**src/rtl/prog_mem_arbiter.sv**
```systemverilog
// Single-port program RAM arbiter between CPU fetch and host loader, with bounded-unfair priority.
// Optional host write protection while the CPU runs is enabled by defining PROG_ARB_WP_EN.
module prog_mem_arbiter #(
  parameter int ADDR_W       = 7,
  parameter int DATA_W       = 16,
  parameter int CPU_PRIORITY = 1,
  parameter int MAX_CONSEC   = 4
) (
  input  logic              clk,
  input  logic              rst,
  input  logic              cpu_re,
  input  logic [ADDR_W-1:0] cpu_addr,
  output logic              cpu_stall,
  output logic              cpu_rvalid,
  output logic [DATA_W-1:0] cpu_rdata,
  input  logic              host_valid,
  input  logic              host_wr,
  input  logic [ADDR_W-1:0] host_addr,
  input  logic [DATA_W-1:0] host_wdata,
  output logic              host_ready,
  output logic              host_rvalid,
  output logic [DATA_W-1:0] host_rdata,
  input  logic              cpu_run,
  output logic              host_wr_err,
  output logic              mem_re,
  output logic              mem_we,
  output logic [ADDR_W-1:0] mem_addr,
  output logic [DATA_W-1:0] mem_wdata,
  input  logic [DATA_W-1:0] mem_rdata
);

  typedef enum logic [1:0] {IDLE, OWN_CPU, OWN_HOST} state_t;

  localparam logic [3:0] MAX_C   = 4'(MAX_CONSEC);
  localparam bit         CPU_FAV = (CPU_PRIORITY != 0);

  state_t     state, state_next;
  logic [3:0] cnt, cnt_next;
  logic [1:0] rd_tag, rd_tag_next;   // bit0: CPU read in flight, bit1: host read in flight

  logic cpu_req, host_req, contested, fav_owner, force_other;
  logic cpu_grant, host_grant, wr_block;

`ifndef PROG_ARB_WP_EN
  logic unused_cpu_run;
  assign unused_cpu_run = cpu_run;
`endif

  always_ff @(posedge clk or posedge rst) begin
    if (rst) begin
      state  <= IDLE;
      cnt    <= 4'd0;
      rd_tag <= 2'b00;
    end else begin
      state  <= state_next;
      cnt    <= cnt_next;
      rd_tag <= rd_tag_next;
    end
  end

  always_comb begin
    cpu_req   = cpu_re & ~rst;
    host_req  = host_valid & ~rst;
    contested = cpu_req & host_req;
    fav_owner = CPU_FAV ? (state == OWN_CPU) : (state == OWN_HOST);
    // Only a favoured-side run can reach the limit; the other side then gets one forced win.
    force_other = (cnt == MAX_C) && fav_owner;

    if (contested) cpu_grant = CPU_FAV ? ~force_other : force_other;
    else           cpu_grant = cpu_req;
    host_grant = host_req & ~cpu_grant;

    state_next = IDLE;
    if (cpu_grant)       state_next = OWN_CPU;
    else if (host_grant) state_next = OWN_HOST;

    cnt_next = 4'd0;
    if (contested) begin
      if ((cpu_grant && state == OWN_CPU) || (host_grant && state == OWN_HOST))
        cnt_next = cnt + 4'd1;
      else
        cnt_next = 4'd1;
    end

`ifdef PROG_ARB_WP_EN
    wr_block = host_grant & host_wr & cpu_run;
`else
    wr_block = 1'b0;
`endif

    mem_re    = 1'b0;
    mem_we    = 1'b0;
    mem_addr  = '0;
    mem_wdata = '0;
    if (cpu_grant) begin
      mem_re   = 1'b1;
      mem_addr = cpu_addr;
    end else if (host_grant) begin
      mem_addr = host_addr;
      if (host_wr) begin
        mem_we    = ~wr_block;
        mem_wdata = host_wdata;
      end else begin
        mem_re = 1'b1;
      end
    end

    rd_tag_next = {host_grant & ~host_wr, cpu_grant};

    cpu_stall   = cpu_req & ~cpu_grant;
    host_ready  = host_req & host_grant;
    host_wr_err = wr_block;

    cpu_rvalid  = rd_tag[0] & ~rst;
    host_rvalid = rd_tag[1] & ~rst;
    cpu_rdata   = cpu_rvalid  ? mem_rdata : '0;
    host_rdata  = host_rvalid ? mem_rdata : '0;
  end

endmodule

```
**config.mk**
```make
export PLATFORM = sky130hd
export DESIGN_NAME = prog_mem_arbiter
export DESIGN_NICKNAME = d
export VERILOG_FILES = /design/src/rtl/prog_mem_arbiter.sv
export SDC_FILE = /design/constraint.sdc
export NUM_CORES = 1
export LEC_CHECK = 0
export ABC_AREA = 1
export CAP_MARGIN = 20
export CORE_MARGIN = 2
export CORE_UTILIZATION = 29
export CTS_CLUSTER_SIZE = 30
export DETAILED_ROUTE_END_ITERATION = 8
export GPL_ROUTABILITY_DRIVEN = 0
export HOLD_SLACK_MARGIN = 0.08
export MAX_ROUTING_LAYER = met4
export PLACE_DENSITY = 0.88
export SYNTH_ARGS = -nofsm -noshare
export SYNTH_HDL_FRONTEND = slang
export SYNTH_SLANG_ARGS = --single-unit
```
**constraint.sdc**
```tcl
create_clock -name clk -period 2.24 [get_ports clk]
set_input_delay 0.448 -clock clk [delete_from_list [all_inputs] [get_ports clk]]
set_output_delay 0.448 -clock clk [all_outputs]
set_load 0.02 [all_outputs]
```
==> flow_summary.toml, run 1 <==
[status]
status = "finished, final reports clean"

[yosys]
synth-simple-area-share = 0.563
synth_top_area_cell = "dfrtp_1"
synth_cells = 160
synthTopCellsByArea = "dfrtp_1, nor2_1, nand2_1, inv_1, nor2_4"
syn_area_sq_um = 940
synth.top_cell.area_share = 0.186
syn-num-nets = 214
yosys_warnings = 0
synth.distinct_cells = 23
ys_seq_elements = 7
seq_area_frac_synth = 0.186
synth.area.mux_share = 0
synthXorXnorAreaFrac = 0.00932
synth-compound-area-share = 0.0293
synth_top_family_by_area = "simple AND/OR/NAND/NOR gates"
syn_area_per_cell_sq_um = 5.87
synthAdderAreaFrac = 0.0266

[pwr]
p_total_mw = 0.542
power_density_nw_per_um2 = 239
p_leak_nw = 1.49
vdd_ir_drop_max_v = 0.000242

[drt]
vias_per_cell = 4.20
route.detailed.drc = 0
drt_iter0_markers = 48
wl_per_cell_microns = 10.6
dr_total_vias = 1386
ant_nets = 0
drt_pass1_iterations = 4
routed_wl_mm = 3.50

[global_route]
grt_max_degree = 18
grt_pass1_wl_mm = 4.79
grt_busiest_layer = "met2"
met3_usage = 0.0213
gr-total-overflow = 0
grt_usage = 0.174
grtUsageMet1 = 0.184
antenna_found_initial = 0
met2_usage = 0.335
grt_pass1_vias = 1225

[flow_run]
maxCapViolCount = 0

[cts]
clk_path_buf_depth = 2
holdBufCountCts = 0
clock_latency_ps = 250
htree_levels = 1
clkTransAtPathRegs_ps = 50
clkSinkCount = 7
cts-buffers-inserted = 3
cts_tree = "done"
cts-root-buf = "clkbuf_4"

[floorplan]
fp.dieW_microns = 60.9
dieArea_sq_um = 3710
rows = 20
dieHeight_microns = 60.9
ioPinCount = 114
initial_core_util = 0.305
fp.coreArea_sq_um = 3080

[placement]
dpl_cell_area_sq_um = 2220
dp_hpwl_mm = 2.84
io_buffers = 111
dp_slack_ps = -525
placedCellCount = 323

[cells_and_area]
layout-drive-gt1-share = 0.245
area_growth_pct = 141
fin_nets = 341
final_cells = 330
diodes = 0
post-route-util = 0.737
finalInstanceArea_sq_um = 2270

[timing]
rsz0062_at_grt = "false"
max_freq_mhz = 464
setup_violations = 0
hold_viol = 0
setup_ws_ps = 85.1
finalClockSkew_ps = 0.194
slew_viol_final = 0
post-route-min-period_ps = 2150
post-route-period-util = 0.962

[worst_setup_path]
slowest_delay_ps = 380
crit_fanout = 7
cp-end-kind = "primary output"
regToRegSetupSlack_ps = 870
path_class = "reg -> out"
crit_path_cell_trace = "inv_1 -> ha_2 -> nand3_2 -> inv_2 -> nand3_4 -> nand2_4 -> nand2_8 -> buf_12 -> nor2_1 -> buf_2"
cpMaxStageDelayCell = "dfrtp_1"
worstSetupStartpointType = "flop"
worstPathArrival_ps = 1710
path_buf_inv = 4
cp_top_family = "buffers and inverters"
crit_required_ps = 1790

[worst_hold_path]
hold_class = "in -> async"
-- worst min-delay path: cells and delay by family --
family   cells  cell delay [ps]
buf+inv      3              530
-- sequential cells by signal, indices dropped and copies added (netlist names) --
register  count
state         1
rd_tag        2
cnt           4
-- layer usage --
metal,share of wire,vias up
met5,0,-
met1,0.36,590
met3,0.10,0
li1,-,705
met2,0.53,91
met4,0,0
-- Yosys cell counts --
| cell | instances |
|---|---|
| nand2_4 | 3 |
| conb_1 | 1 |
| ha_1 | 2 |
| nand2_1 | 41 |
| o211ai_1 | 1 |
| nor2_4 | 10 |
| nor2_1 | 45 |
| dfrtp_1 | 7 |
| inv_4 | 1 |
| and2_1 | 1 |
| xor2_1 | 1 |
| a21oi_1 | 2 |
| buf_4 | 1 |
| inv_2 | 2 |
| o21ai_0 | 2 |
| nand3_1 | 2 |
| inv_1 | 30 |
| nand3_4 | 1 |
| nor2_8 | 1 |
| clkbuf_1 | 3 |
| buf_12 | 1 |
| buf_2 | 1 |
| nand4_1 | 1 |
-- stage by stage --
step           hold WS (ps)  setup TNS, ps
2_1_floorplan           234              0
3_3_place_gp            539         -21100
3_5_place_dp            545         -23210
4_1_cts                 369              0
5_1_grt                 412              0
6_report                387              0
-- final timing paths --
| kind | from | endpoint | depth (start not counted) |
|---|---|---|---|
| min in group clk | cnt[0] | cnt[0] | 2 |
| hold reg to reg | cnt[0] | cnt[0] | 2 |
| max in group asynchronous | rst | rd_tag[0] | 3 |
| setup reg to reg | cnt[1] | cnt[3] | 7 |
| setup / recovery | cnt[1] | mem_wdata[15] | 10 |
| hold / removal | rst | rd_tag[1] | 3 |
-- cell type report --
class	count	area, sq um
multi-input combinational	114	621
tap	44	55.1
sequential	7	175
timing repair buffer	128	1260
clock buffer	4	26.3
inverter	33	126
fill	238	810
-- power by group --
group	switching, mW	total (mW)	leakage (nW)	internal (mW)
Combinational	0.140	0.297	1.38	0.157
Sequential	0.00124	0.131	0.0950	0.130
Clock	0.0465	0.115	0.0150	0.0680
-- cell usage in the layout, fill, tap and decap left out, types with 2 or more instances in the layout --
master / n
dlymetal6s2s_1: 17
nor2_4: 11
nor2_1: 43
buf_6: 7
o21ai_0: 2
nand2_1: 41
nand2_4: 2
buf_12: 4
buf_2: 10
dlygate4sd2_1: 21
buf_4: 19
clkdlybuf4s50_1: 48
inv_2: 5
a21oi_1: 2
clkbuf_4: 3
dfrtp_1: 7
inv_1: 27
-- cells by family after synthesis --
kind of cell             after synthesis
adder cells (fa/ha/maj)                2
XOR/XNOR                               1
AO/OA/AOI/OAI                          5
other                                  1
AND/OR/NAND/NOR                      105
buffers and inverters                 39
flip-flops                             7
-- repair_timing --
item / CTS / global route
pin swaps: 0 / 4
buffers inserted: 0 / 2
gates resized for setup: 126 / 41
gates cloned: 0 / 1
setup endpoints to repair: 60 / 42
No activity file was read; power rests on OpenSTA's default activity.
==> inputs of run 2 (changes only) <==
--- a/config.mk
+++ b/config.mk
@@ -7,7 +7,6 @@
 export LEC_CHECK = 0
 export ABC_AREA = 1
 export CAP_MARGIN = 20
-export CORE_MARGIN = 2
 export CORE_UTILIZATION = 29
 export CTS_CLUSTER_SIZE = 30
 export DETAILED_ROUTE_END_ITERATION = 8
==> run 2 against run 1 <==
Against the previous run: worst hold slack worse by 32 ps; sequential power barely moved; combinational power about the same; total power rose by 1.3%; critical path depth unchanged; first-iteration DRC count shrank 8.3%; non-clock buffer count grew 2; clock skew rose by 3.6 ps; register-to-register slack got worse by 60 ps; cell count grew 0.61%; count of clock-buffer cells in the layout shrank 1; sequential share of layout area is 0.077 points higher; critical path type unchanged; critical endpoint is now mem_wdata[7]; largest cell class unchanged.
==> flow_summary.toml, run 2 (synthesis gave the netlist of run 1 again) <==
[worst_setup_path]
worstSetupStartpointType = "flop"
cpMaxStageDelayCell = "dfrtp_1"
cp_top_family = "buffers and inverters"
slowest_delay_ps = 390
reg2reg_to = "cnt[3]"
path_buf_inv = 4
crit_path_cell_trace = "inv_1 -> ha_2 -> nand3_2 -> inv_2 -> nand3_4 -> nand2_4 -> nand2_8 -> buf_12 -> nor2_4 -> buf_2"
crit_fanout = 6
cp-end-kind = "primary output"
worstPathArrival_ps = 1720
crit-reg2reg-launch = "cnt[1]"
regToRegSetupSlack_ps = 810
startpoint = "cnt[1]"
crit_required_ps = 1790
path_class = "reg -> out"
r2r_cells = 7

[timing]
hold_viol = 0
finalClockSkew_ps = 3.78
post-route-period-util = 0.970
max_freq_mhz = 460
setup_violations = 0
post-route-min-period_ps = 2170
fin_tns_setup_ps = 0
slew_viol_final = 0

[cells_and_area]
largest_reg_flops = 4
register_area_sq_um = 175
layout-drive-gt1-share = 0.260
area_growth_pct = 139
largest_register = "cnt"
mostFrequentLayoutCell = "clkdlybuf4s50_1"
reg.largest.list = "cnt x4, rd_tag x2, state x1"
fin_nets = 343
post-route-util = 0.736
multi_input_area_sq_um = 618
final_cell_mix = "clkdlybuf4s50_1, nor2_1, nand2_1, inv_1, buf_4"
diodes = 0
fillers = 245

[cts]
clk_path_buf_depth = 2
holdBufCountCts = 0
clkTransAtPathRegs_ps = 60
clkSinkCount = 7
cts_tree = "done"
cts-buffers-inserted = 3
htree_levels = 1
clock_latency_ps = 260
cts-root-buf = "clkbuf_4"

[drt]
ant_nets = 0
drt_iter0_markers = 44
dr_total_vias = 1409
vias_per_cell = 4.24
route.detailed.drc = 0
drt_pass1_iterations = 4
wl_per_cell_microns = 10.8
routed_wl_mm = 3.58

[floorplan]
fp.dieW_microns = 58.9
ioPinCount = 114
dieArea_sq_um = 3470
dieHeight_microns = 58.9
initial_core_util = 0.308
fp.coreArea_sq_um = 3050
rows = 20

[global_route]
grt_pass1_vias = 1229
gr-total-overflow = 0
grt_max_degree = 18
antenna_found_initial = 0
grt_usage = 0.197
grt_pass1_wl_mm = 5.03

[flow_run]
maxCapViolCount = 0

[placement]
dp_hpwl_mm = 2.83
io_buffers = 111

[pwr]
vdd_ir_drop_max_v = 0.000193
power_density_nw_per_um2 = 244
p_leak_nw = 1.48

[status]
status = "finished, final reports clean"

[worst_hold_path]
hold_class = "in -> async"
run 2: where the power goes:
group          internal (mW)  total (mW)  switching [mW]
sequential             0.130       0.131         0.00143
combinational          0.155       0.297           0.141
clock                 0.0657       0.121          0.0557
run 2: repair_timing:
item / in CTS / in global routing
endpoints found under the setup margin: 60 / 41
setup buffers: 1 / 2
cloned: 1 / 0
pin swaps: 1 / 1
gates resized for setup: 133 / 34
run 2: stage by stage:
stage	cell area [sq um]	total power, mW	hold WS (ps)	cells	setup slack [ps]
after floorplan	940	0.259	234	160	310
after global placement	2210	0.430	537	324	-486
after detailed placement	2210	0.434	562	324	-521
after CTS	2170	0.543	370	330	-78.0
after global routing	2250	0.581	386	332	-34.2
final	2250	0.549	355	332	67.5
run 2: per-layer routing:
layer	vias up	wire (microns)	GRT usage
met5	-	0	-
met4	0	43	0.0612
met3	4	348	0.0308
met2	89	1940	0.399
met1	605	1250	0.184
li1	711	-	-
run 2: worst max-delay path by stage:
| stage | endpoint | slack [ps] | cells past startpoint |
|---|---|---|---|
| 6_report | mem_wdata[7] | 70 | 10 |
| 5_1_grt | mem_wdata[5] | -30 | 10 |
| 4_1_cts | mem_addr[2] | -80 | 10 |
| 3_5_place_dp | mem_wdata[1] | -520 | 10 |
| 3_3_place_gp | mem_wdata[1] | -490 | 10 |
| 2_1_floorplan | cpu_rdata[10] | 310 | 4 |
run 2: final cells by class:
cell class | instances | share of cell area
Clock buffer | 3 | 0.0100
Tap cell | 44 | 0.0245
Inverter | 33 | 0.0607
Multi-Input combinational cell | 114 | 0.275
Sequential cell | 7 | 0.0780
Clock inverter | 1 | 0.00223
Timing Repair Buffer | 130 | 0.549
run 2: tightest hold or removal path, cell delays in order:
cell and delay, ps:
dlygate4sd2_1 260, inv_2 80, buf_4 170
